File: src/rtl/reg_file_write_port_if.sv
// Write-request handshake bundle for the 4-entry register bank write port.
// The requester drives valid/addr/data/byte-enables; the write port answers with ready.
interface reg_file_write_port_if #(
  parameter int WIDTH = 32
);
  logic               wr_valid;
  logic               wr_ready;
  logic [1:0]         wr_addr;
  logic [WIDTH-1:0]   wr_data;
  logic [WIDTH/8-1:0] wr_be;

  modport master (
    output wr_valid,
    output wr_addr,
    output wr_data,
    output wr_be,
    input  wr_ready
  );

  modport slave (
    input  wr_valid,
    input  wr_addr,
    input  wr_data,
    input  wr_be,
    output wr_ready
  );
endinterface

File: src/rtl/reg_file_write_port.sv
// Write side of the 4 x WIDTH register bank.
// Requests are queued in a DEPTH-entry in-order buffer and committed one per cycle
// with a byte-enable merge. The pending mask exposes which registers still have
// queued writes so readers can detect read-after-write hazards.
module reg_file_write_port #(
  parameter int WIDTH = 32,
  parameter int DEPTH = 2
) (
  input  logic                       clk,
  input  logic                       rst_n,
  reg_file_write_port_if.slave       wr,
  input  logic                       hold,
  output logic [WIDTH-1:0]           q0,
  output logic [WIDTH-1:0]           q1,
  output logic [WIDTH-1:0]           q2,
  output logic [WIDTH-1:0]           q3,
  output logic [3:0]                 pending,
  output logic [$clog2(DEPTH+1)-1:0] count,
  output logic                       commit_valid,
  output logic [1:0]                 commit_addr
);

  localparam int BW = WIDTH / 8;
  // DEPTH is restricted to 2 or 4, so pointers wrap naturally at their width.
  localparam int PW = (DEPTH > 2) ? 2 : 1;
  localparam int CW = $clog2(DEPTH + 1);

  // Buffer storage
  logic [1:0]       entryAddr_r  [DEPTH];
  logic [WIDTH-1:0] entryData_r  [DEPTH];
  logic [BW-1:0]    entryBe_r    [DEPTH];
  logic [DEPTH-1:0] entryValid_r;
  logic [PW-1:0]    headPtr_r;
  logic [PW-1:0]    tailPtr_r;
  logic [CW-1:0]    count_r;

  // Register bank and commit report
  logic [WIDTH-1:0] qBank_r [4];
  logic             commitValid_r;
  logic [1:0]       commitAddr_r;

  logic             pushS;
  logic             popS;
  logic             readyS;
  logic [3:0]       pendingS;

  // Byte-enable merge: enabled lanes take the new data, the rest keep the old value.
  function automatic logic [WIDTH-1:0] mergeBytes(
    input logic [WIDTH-1:0] oldVal,
    input logic [WIDTH-1:0] newVal,
    input logic [BW-1:0]    be
  );
    logic [WIDTH-1:0] res;
    res = oldVal;
    for (int k = 0; k < BW; k++) begin
      if (be[k]) begin
        res[8*k +: 8] = newVal[8*k +: 8];
      end else begin
        res[8*k +: 8] = oldVal[8*k +: 8];
      end
    end
    return res;
  endfunction

  // Ready comes only from the registered count, so a full buffer never accepts
  // on the same edge that frees a slot.
  assign readyS      = (count_r != CW'(DEPTH));
  assign wr.wr_ready = readyS;
  assign pushS       = wr.wr_valid & readyS;
  assign popS        = ~hold & (count_r != {CW{1'b0}});

  // Buffer pointers, occupancy and entry storage.
  always_ff @(posedge clk or negedge rst_n) begin
    if (!rst_n) begin
      headPtr_r    <= {PW{1'b0}};
      tailPtr_r    <= {PW{1'b0}};
      count_r      <= {CW{1'b0}};
      entryValid_r <= {DEPTH{1'b0}};
      for (int i = 0; i < DEPTH; i++) begin
        entryAddr_r[i] <= 2'b00;
        entryData_r[i] <= {WIDTH{1'b0}};
        entryBe_r[i]   <= {BW{1'b0}};
      end
    end else begin
      if (pushS) begin
        entryAddr_r[tailPtr_r]  <= wr.wr_addr;
        entryData_r[tailPtr_r]  <= wr.wr_data;
        entryBe_r[tailPtr_r]    <= wr.wr_be;
        entryValid_r[tailPtr_r] <= 1'b1;
        tailPtr_r               <= tailPtr_r + PW'(1);
      end else begin
        tailPtr_r <= tailPtr_r;
      end
      // Push and pop never address the same slot: push needs a free slot,
      // pop needs an occupied one, so the head differs from the tail here.
      if (popS) begin
        entryValid_r[headPtr_r] <= 1'b0;
        headPtr_r               <= headPtr_r + PW'(1);
      end else begin
        headPtr_r <= headPtr_r;
      end
      case ({pushS, popS})
        2'b10:   count_r <= count_r + CW'(1);
        2'b01:   count_r <= count_r - CW'(1);
        default: count_r <= count_r;
      endcase
    end
  end

  // Commit the head entry into the bank and report which register it touched.
  always_ff @(posedge clk or negedge rst_n) begin
    if (!rst_n) begin
      for (int r = 0; r < 4; r++) begin
        qBank_r[r] <= {WIDTH{1'b0}};
      end
      commitValid_r <= 1'b0;
      commitAddr_r  <= 2'b00;
    end else begin
      commitValid_r <= popS;
      if (popS) begin
        qBank_r[entryAddr_r[headPtr_r]] <= mergeBytes(qBank_r[entryAddr_r[headPtr_r]],
                                                      entryData_r[headPtr_r],
                                                      entryBe_r[headPtr_r]);
        commitAddr_r <= entryAddr_r[headPtr_r];
      end else begin
        commitAddr_r <= commitAddr_r;
      end
    end
  end

  // Pending mask: OR of the one-hot target of every occupied buffer slot.
  always_comb begin
    pendingS = 4'b0000;
    for (int i = 0; i < DEPTH; i++) begin
      pendingS = pendingS | (entryValid_r[i] ? (4'b0001 << entryAddr_r[i]) : 4'b0000);
    end
  end

  assign q0           = qBank_r[0];
  assign q1           = qBank_r[1];
  assign q2           = qBank_r[2];
  assign q3           = qBank_r[3];
  assign pending      = pendingS;
  assign count        = count_r;
  assign commit_valid = commitValid_r;
  assign commit_addr  = commitAddr_r;

endmodule

File: src/flat_wrapper.sv
// flat-port wrapper written by rule: the top's interface ports become plain ports
module reg_file_write_port_flat 
#(
  parameter int WIDTH = 32,
  parameter int DEPTH = 2
)
  (clk, rst_n, hold, q0, q1, q2, q3, pending, count, commit_valid, commit_addr, wr_wr_valid, wr_wr_addr, wr_wr_data, wr_wr_be, wr_wr_ready);
  reg_file_write_port_if #(.WIDTH(WIDTH)) wr_i ();
  input  logic clk;
  input  logic rst_n;
  input  logic hold;
  output logic [WIDTH-1:0] q0;
  output logic [WIDTH-1:0] q1;
  output logic [WIDTH-1:0] q2;
  output logic [WIDTH-1:0] q3;
  output logic [3:0] pending;
  output logic [$clog2(DEPTH+1)-1:0] count;
  output logic commit_valid;
  output logic [1:0] commit_addr;
  input wire logic [$bits(wr_i.wr_valid)-1:0] wr_wr_valid;
  input wire logic [$bits(wr_i.wr_addr)-1:0] wr_wr_addr;
  input wire logic [$bits(wr_i.wr_data)-1:0] wr_wr_data;
  input wire logic [$bits(wr_i.wr_be)-1:0] wr_wr_be;
  output wire logic [$bits(wr_i.wr_ready)-1:0] wr_wr_ready;
  assign wr_i.wr_valid = wr_wr_valid;
  assign wr_i.wr_addr = wr_wr_addr;
  assign wr_i.wr_data = wr_wr_data;
  assign wr_i.wr_be = wr_wr_be;
  assign wr_wr_ready = wr_i.wr_ready;
  reg_file_write_port #(.WIDTH(WIDTH), .DEPTH(DEPTH)) u_core (.clk(clk), .rst_n(rst_n), .wr(wr_i), .hold(hold), .q0(q0), .q1(q1), .q2(q2), .q3(q3), .pending(pending), .count(count), .commit_valid(commit_valid), .commit_addr(commit_addr));
endmodule
File: config.mk
export PLATFORM = sky130hd
export DESIGN_NAME = reg_file_write_port_flat
export DESIGN_NICKNAME = d
export VERILOG_FILES = /design/src/rtl/reg_file_write_port_if.sv /design/src/rtl/reg_file_write_port.sv /design/src/flat_wrapper.sv
export SDC_FILE = /design/constraint.sdc
export NUM_CORES = 1
export LEC_CHECK = 0
export BUFFER_PORTS_ARGS = -buffer_cell sky130_fd_sc_hd__buf_2
export CAP_MARGIN = 30
export CORE_MARGIN = 2
export CORE_UTILIZATION = 52
export DETAILED_ROUTE_END_ITERATION = 6
export MAX_ROUTING_LAYER = met4
export PLACE_DENSITY_LB_ADDON = 0.08
export SYNTH_ARGS = -nofsm -noshare
export SYNTH_HDL_FRONTEND = slang
export SYNTH_SLANG_ARGS = --single-unit
File: constraint.sdc
create_clock -name clk -period 1.65 [get_ports clk]
set_input_delay 0.165 -clock clk [delete_from_list [all_inputs] [get_ports clk]]
set_output_delay 0.165 -clock clk [all_outputs]
set_load 0.02 [all_outputs]
; ---- Yosys cells after proc, flatten, opt, wreduce, memory -nomap -nowiden
; Cells that the tools add are included.
[op_classes]
shifts = 2
bitwise = 10
eq_ne = 3
n_addsub = 4
mux = 41
n_lt_le_gt_ge = 9
reduce_logical = 6
[op_table]
columns = operator, count
row1 = $mux W32, 7
row2 = $bwmux W128, 1
row3 = $bmux W32 S2, 1
row4 = $bwmux W64, 1
row5 = $demux W32 S2, 1
row6 = $mux W8, 8
row7 = $demux W32 S1, 1
row8 = $mux W4, 6
row9 = $mux W2, 6
row10 = $bwmux W8, 1
row11 = $shl A1 B2 Y4 const A, 2
row12 = $bwmux W4, 1
row13 = $demux W4 S1, 1
row14 = $ge A2 B2 Y1 const B, 2
row15 = $logic_and A1 B1 Y1, 4
row16 = $lt A1 B2 Y1 const B, 2
row17 = $not A1 Y2, 2
row18 = $or A4 B4 Y4, 1
row19 = $pmux W2 S2, 1
row20 = $reduce_bool A2 Y1, 2
row21 = $ge A3 B3 Y1 const B, 1
row22 = $lt A3 B1 Y1 const B, 1
row23 = $not A2 Y3, 1
row24 = $add A1 B1 Y1 const B, 2
row25 = 15 further kinds, 19
[totals]
wordCells = 91
out_inout_bits = 138
input_bits = 42
regBits = 213

; ---- Longest topological paths before layout
[logic_depth]
word_depth = 11
mapped_depth = 8
ltp_nobuf = 6

; ---- Least setup slack after synthesis
; No wires, ideal clock.
[synth_path]
path_kind = register -> register
from = register u_core.count_r[0] (netlist: u_core.count[0])
to = register u_core.entryBe_r[4] (netlist name)
slack_ps = -280
setup_time_ps = 128
arrival_ps = 1803
period_less_slack_ps = 1930
required_ps = 1522
stages_incl_launch_ff = 7
path_cell_list = dfrtp_1 -> nand2b_1 -> nand2_1 -> nor2_1 -> buf_4 -> buf_4 -> mux2_1
[synth_via]
elab_chain_len = 2
[synth_lines]
columns = item, line_no
row1 = "start, declared", reg_file_write_port.sv:35  ; logic [CW-1:0] count_r;
row2 = "start signal, assigned", reg_file_write_port.sv:77  ; count_r <= {CW{1'b0}};
row3 = "start signal, assigned", reg_file_write_port.sv:103  ; 2'b10: count_r <= count_r + CW'(1);
row4 = "start signal, assigned", reg_file_write_port.sv:104  ; 2'b01: count_r <= count_r - CW'(1);
row5 = $ne A2 B2 Y1, reg_file_write_port.sv:67  ; assign readyS = (count_r != CW'(DEPTH));
row6 = named net wr_wr_ready, flat_wrapper.sv:24  ; output wire logic [$bits(wr_i.wr_ready)-1:0] wr_wr_ready;
row7 = $and A1 B1 Y1, reg_file_write_port.sv:69  ; assign pushS = wr.wr_valid & readyS;
row8 = "end signal, assigned by index", reg_file_write_port.sv:82  ; entryBe_r[i] <= {BW{1'b0}};
row9 = "end signal, assigned by index", reg_file_write_port.sv:88  ; entryBe_r[tailPtr_r] <= wr.wr_be;
row10 = "end, declared", reg_file_write_port.sv:31  ; logic [BW-1:0] entryBe_r [DEPTH];
; The timed path passes the listed nets, and every way through them passes these cells.
; A chain may end at the register's enable or synchronous reset.

; ---- Final worst setup path
[layout_path]
from = register u_core.headPtr_r
to = register u_core.qBank_r, in the netlist u_core.q0[23]
[layout_via]
elab_chain_len = 11
word_cells_on_any_way = 22
classes_between = order compare: 2 / mux: 17 / bitwise: 2 / reduce/logical: 1
[layout_lines]
columns = item, line_no
row1 = "start, declared", reg_file_write_port.sv:33  ; logic [PW-1:0] headPtr_r;
row2 = "start signal, assigned", reg_file_write_port.sv:75  ; headPtr_r <= {PW{1'b0}};
row3 = "start signal, assigned", reg_file_write_port.sv:98  ; headPtr_r <= headPtr_r + PW'(1);
row4 = "start signal, assigned", reg_file_write_port.sv:100  ; headPtr_r <= headPtr_r;
row5 = $not A1 Y2 (not written as such) (*), "reg_file_write_port.sv:121, reg_file_write_port.sv:122, reg_file_write_port.sv:123"
row6 = $mux W2 (not written as such) (3 in series), reg_file_write_port.sv:121  ; qBank_r[entryAddr_r[headPtr_r]] <= mergeBytes(qBank_r[entryAddr_r[headPtr_r]],
row7 = $not A2 Y3 (not written as such), reg_file_write_port.sv:121
row8 = $bmux W32 S2, reg_file_write_port.sv:121
row9 = $mux W32 (not written as such) (2 in series), reg_file_write_port.sv:121
row10 = $mux W8, reg_file_write_port.sv:56  ; if (be[k]) begin
row11 = $mux W8, reg_file_write_port.sv:120  ; if (popS) begin
row12 = $bwmux W128 (*), reg_file_write_port.sv:121
row13 = "end signal, assigned by index", reg_file_write_port.sv:114  ; qBank_r[r] <= {WIDTH{1'b0}};
row14 = "end signal, assigned by index", reg_file_write_port.sv:121
row15 = "end, declared", reg_file_write_port.sv:38  ; logic [WIDTH-1:0] qBank_r [4];
; Every way passes the cells marked *; elsewhere a longest branch is shown, timed or not. The select of a mux whose other input is x is not followed.

==> flow_results.xml <==
<?xml version="1.0" encoding="UTF-8"?>
<metrics>
  <group name="floorplan">
    <metric name="core_region_area" unit="mm2">0.0209</metric>
    <metric name="initial_core_utilization" unit="%">52.6</metric>
    <metric name="floorplan.die_area" unit="mm2">0.0223</metric>
    <metric name="chipWidth" unit="um">149</metric>
    <metric name="die-height" unit="um">149</metric>
    <metric name="placementRows" unit="">53</metric>
    <metric name="ios" unit="">180</metric>
  </group>
  <group name="synth">
    <metric name="synth_fa_ha_area_share" unit="%">0.114</metric>
    <metric name="synth_fp_nets" unit="">981</metric>
    <metric name="synthMuxAreaShare" unit="%">16.8</metric>
    <metric name="synth_compound_gate_area_share" unit="%">22.9</metric>
    <metric name="synth_simple_gate_area_share" unit="%">5.98</metric>
    <metric name="syn-cell-area" unit="mm2">0.0110</metric>
    <metric name="async_reset_ff_share" unit="%">100</metric>
    <metric name="synth.yosys.warnings" unit="">0</metric>
    <metric name="flip_flop_and_latch_count_after_synthesis" unit="">213</metric>
    <metric name="synth_sequential_area_ratio" unit="%">48.5</metric>
    <metric name="dominantRegCellSynth" unit="">sky130_fd_sc_hd__dfrtp_1</metric>
    <metric name="synth_top_family_by_area" unit="">compound AO/OA/AOI/OAI gates</metric>
    <metric name="avgSynthCellArea" unit="um2">11.7</metric>
    <metric name="synth_enable_flop_cells" unit="">0</metric>
    <metric name="post_synth_xor_area_fraction" unit="%">0.399</metric>
    <metric name="ys_types" unit="">40</metric>
    <metric name="syn_inst" unit="">938</metric>
  </group>
  <group name="finish">
    <metric name="final_cell_mix" unit="">207 x sky130_fd_sc_hd__dfrtp_1, 174 x sky130_fd_sc_hd__buf_2, 115 x sky130_fd_sc_hd__a21oi_1</metric>
    <metric name="post_layout_nonfiller_instances" unit="">1541</metric>
    <metric name="final_core_utilization" unit="%">73.0</metric>
    <metric name="layout.nets" unit="">1293</metric>
    <metric name="layout-area-overhead-vs-synth" unit="%">38.8</metric>
    <metric name="postLayoutCellArea" unit="mm2">0.0152</metric>
    <metric name="drive_above_1_share" unit="%">43.0</metric>
    <metric name="most_common_cell_after_layout_fill_and_taps_aside" unit="">sky130_fd_sc_hd__dfrtp_1</metric>
    <metric name="n_antenna_cell" unit="">0</metric>
  </group>
  <group name="worst_setup_path">
    <metric name="crit_path_cell_trace" unit="">buf_4 -&gt; and3b_2 -&gt; bufbuf_16 -&gt; a221oi_4 -&gt; o22ai_1</metric>
    <metric name="largest_fanout_on_the_critical_path" unit="">7</metric>
    <metric name="cpPeakStageDelay" unit="ps">480</metric>
    <metric name="crit_slowest_cell" unit="">sky130_fd_sc_hd__dfrtp_2</metric>
    <metric name="setup.reg_to_reg.worst_slack" unit="ps">-240</metric>
    <metric name="cp_data_required_time" unit="ps">2050</metric>
    <metric name="cp.arrival" unit="ps">2290</metric>
    <metric name="timing.rr.start" unit="">u_core.headPtr_r</metric>
    <metric name="worst_r2r_path_depth" unit="">5</metric>
    <metric name="end_kind" unit="">flop</metric>
    <metric name="crit-reg2reg-capture" unit="">u_core.q0[23]</metric>
    <metric name="cp-start-kind" unit="">flop</metric>
    <metric name="worst-setup-path-type" unit="">reg -&gt; reg</metric>
  </group>
  <group name="power">
    <metric name="switching_power" unit="uW">18300</metric>
    <metric name="p_leak" unit="uW">0.00643</metric>
    <metric name="vdd_ir_drop_max" unit="V">0.00144</metric>
    <metric name="share_seq_of_total_power" unit="%">26.7</metric>
    <metric name="p_int" unit="uW">22100</metric>
    <metric name="power.combinational.fraction" unit="%">60.3</metric>
    <metric name="post-layout-total-power" unit="uW">40400</metric>
    <metric name="power.density_cell_area" unit="mW/mm2">2650</metric>
    <metric name="share_of_total_power_in_the_clock_network" unit="%">13.0</metric>
    <metric name="power.switching_fraction" unit="%">45.3</metric>
  </group>
  <group name="min_path">
    <metric name="timing.hold.worst_path_depth" unit="">4</metric>
    <metric name="whs_endpoint" unit="">u_core.headPtr_r</metric>
    <metric name="hold_path.class" unit="">in -&gt; reg</metric>
    <metric name="hp-start" unit="">hold</metric>
  </group>
  <group name="placed_design">
    <metric name="portBuffers" unit="">179</metric>
    <metric name="detailed_place_hpwl" unit="mm">20.8</metric>
    <metric name="placed_cell_area" unit="mm2">0.0128</metric>
    <metric name="numPlacedInstances" unit="">1406</metric>
    <metric name="globalplace.congestion" unit="">0.817</metric>
  </group>
  <group name="timing">
    <metric name="tightest_slew" unit="ps">385</metric>
    <metric name="min_period_over_period" unit="%">114</metric>
    <metric name="drv_slew" unit="">0</metric>
    <metric name="setup-violations-final" unit="">131</metric>
    <metric name="layout_min_cycle_time" unit="ps">1890</metric>
    <metric name="final.hold.worst_slack" unit="ps">63.0</metric>
    <metric name="timing.final.ws_setup" unit="ps">-237</metric>
    <metric name="slew-limit-headroom" unit="%">74.3</metric>
    <metric name="timing.final.hold_violations" unit="">0</metric>
    <metric name="rsz0062_at_grt" unit="">true</metric>
    <metric name="skew" unit="ps">15.2</metric>
    <metric name="maximum_achievable_frequency" unit="MHz">530</metric>
  </group>
  <group name="detailed_routing">
    <metric name="drc_errors" unit="">0</metric>
    <metric name="vias" unit="">9411</metric>
    <metric name="detail_route.wirelength" unit="mm">35.6</metric>
    <metric name="detail_route.vias_per_cell" unit="">6.11</metric>
    <metric name="detailedRoute.firstIterationViolations" unit="">619</metric>
    <metric name="route.antenna.remaining_nets" unit="">0</metric>
    <metric name="route.detailed.wl_per_inst" unit="um">23.1</metric>
    <metric name="drtPass1Iterations" unit="">7</metric>
  </group>
  <group name="global_routing">
    <metric name="grt_pass1_vias" unit="">9179</metric>
    <metric name="grt.overflow.total" unit="">0</metric>
    <metric name="grt_first_pass_wirelength" unit="mm">52.5</metric>
    <metric name="antenna_violations_before_repair" unit="">0</metric>
    <metric name="grt_max_degree" unit="">54</metric>
    <metric name="groute.usage.overall" unit="%">31.3</metric>
  </group>
  <group name="clocking">
    <metric name="clkSlewWorstSetupHoldPaths" unit="ps">60</metric>
    <metric name="cts-buffers-inserted" unit="">25</metric>
    <metric name="htree_levels" unit="">1</metric>
    <metric name="tritoncts_clock_tree" unit="">done</metric>
    <metric name="ctsLongestPathBuffers" unit="">3</metric>
    <metric name="clkLatencyLatePin" unit="ps">530</metric>
    <metric name="root_buffer" unit="">sky130_fd_sc_hd__clkbuf_16</metric>
    <metric name="tritoncts_num_sinks" unit="">213</metric>
  </group>
  <group name="flow_run">
    <metric name="timing.max_cap.violations" unit="">0</metric>
  </group>
  <group name="outcome">
    <metric name="violations_in_the_final_reports" unit="">negative setup slack</metric>
    <metric name="status" unit="">complete, but fails checks</metric>
  </group>
</metrics>
-- final cells by class --
cell class	count	area, um2
flip-flops and latches	213	5340
multi-input cells	616	5570
inverters	36	153
clock inverters	8	47.5
repair buffers	358	3080
clock buffers	35	723
well taps	275	344
fillers	1488	5640
-- routing by layer --
| layer | track usage [%] | wire [um] | vias to the layer above |
|---|---|---|---|
| met3 | 4.62 | 2460 | 96 |
| li1 | - | - | 4141 |
| met1 | 42.4 | 15000 | 4763 |
| met4 | 9.38 | 1250 | 0 |
| met5 | - | 0 | - |
| met2 | 49.2 | 16900 | 411 |
-- per-stage QoR --
stage / setup TNS (ps) / setup WS [ps]
floorplan: -474 / -50.7
global placement: -31700 / -372
detailed placement: -41210 / -484
CTS: -16860 / -200
global route: -30670 / -306
finish: -23410 / -237
-- timing repair --
item,CTS,global route
endpoints found under the setup margin,132,133
buffers inserted,26,14
pin swaps,17,24
hold endpoints to repair,290,0
gates cloned,10,6
hold buffers,40,0
gates resized for setup,92,78
-- power by group through the flow --
stage               sequential [uW]  clock, uW  combinational (uW)
floorplan                     12000          0               11800
global placement              10600          0               19900
detailed placement            10700          0               20300
CTS                           10700       5310               22900
global route                  11100       5530               25800
finish                        10800       5270               24400
-- critical path: cells and delay by family (launching register included) --
kind	cells	cell delay [ps]
buffers and inverters	2	490
flip-flops	1	480
AO/OA/AOI/OAI	2	510
AND/OR/NAND/NOR	1	270
-- synth_stat cells, types with 2 or more instances --
cell type / count / area, um2
sky130_fd_sc_hd__o21ai_0: 3 / 15.0
sky130_fd_sc_hd__buf_4: 8 / 60.1
sky130_fd_sc_hd__buf_1: 8 / 30.0
sky130_fd_sc_hd__nand2b_1: 6 / 37.5
sky130_fd_sc_hd__xnor2_1: 4 / 35.0
sky130_fd_sc_hd__a21oi_1: 126 / 631
sky130_fd_sc_hd__buf_2: 22 / 110
sky130_fd_sc_hd__inv_1: 35 / 131
sky130_fd_sc_hd__nor3_2: 3 / 30.0
sky130_fd_sc_hd__o22a_1: 33 / 289
sky130_fd_sc_hd__nor2b_1: 5 / 31.3
sky130_fd_sc_hd__nand3_1: 19 / 95.1
sky130_fd_sc_hd__mux2_1: 18 / 203
sky130_fd_sc_hd__o22ai_1: 31 / 194
sky130_fd_sc_hd__clkbuf_1: 24 / 90.1
sky130_fd_sc_hd__mux2_2: 59 / 664
sky130_fd_sc_hd__nor2_1: 37 / 139
sky130_fd_sc_hd__o21bai_4: 2 / 37.5
sky130_fd_sc_hd__nand2_1: 40 / 150
sky130_fd_sc_hd__a21oi_2: 3 / 26.3
sky130_fd_sc_hd__buf_6: 12 / 135
sky130_fd_sc_hd__a21boi_1: 19 / 143
sky130_fd_sc_hd__o32ai_1: 2 / 17.5
sky130_fd_sc_hd__nor2_2: 3 / 18.8
sky130_fd_sc_hd__a221o_1: 32 / 320
sky130_fd_sc_hd__and3_1: 3 / 18.8
sky130_fd_sc_hd__nand3b_1: 17 / 128
sky130_fd_sc_hd__a21boi_0: 13 / 97.6
sky130_fd_sc_hd__a221oi_2: 12 / 180
sky130_fd_sc_hd__mux2i_1: 98 / 981
sky130_fd_sc_hd__a221oi_4: 20 / 526
sky130_fd_sc_hd__dfrtp_1: 213 / 5330
-- sequential cells by signal (all words and copies together) (netlist names) --
| name | count |
|---|---|
| u_core.tailPtr_r | 1 |
| u_core.count | 2 |
| u_core.entryAddr_r | 4 |
| u_core.entryBe_r | 8 |
| u_core.entryValid_r | 2 |
| u_core.headPtr_r | 1 |
| u_core.q0 | 32 |
| u_core.q3 | 32 |
| u_core.commit_addr | 2 |
| u_core.commit_valid | 1 |
| u_core.q2 | 32 |
| u_core.q1 | 32 |
| u_core.entryData_r | 64 |
-- cell families after synthesis --
logic type               count (synthesis)
multiplexers                           175
AND/OR/NAND/NOR                        134
buffers and inverters                  111
adder cells (fa/ha/maj)                  1
AO/OA/AOI/OAI                          299
XOR/XNOR                                 5
flip-flops                             213
-- how the worst max path moves through the flow --
stage / startpoint / end / slack [ps] / cells past startpoint
floorplan: u_core.headPtr_r / u_core.q0[10] / -50 / 7
global placement: u_core.headPtr_r / u_core.q0[29] / -370 / 4
detailed placement: u_core.headPtr_r / u_core.q0[28] / -480 / 4
CTS: u_core.headPtr_r / u_core.q0[10] / -200 / 5
global route: u_core.headPtr_r / u_core.q3[28] / -310 / 8
finish: u_core.headPtr_r / u_core.q0[23] / -240 / 5
(Power assumes the default switching activity.)
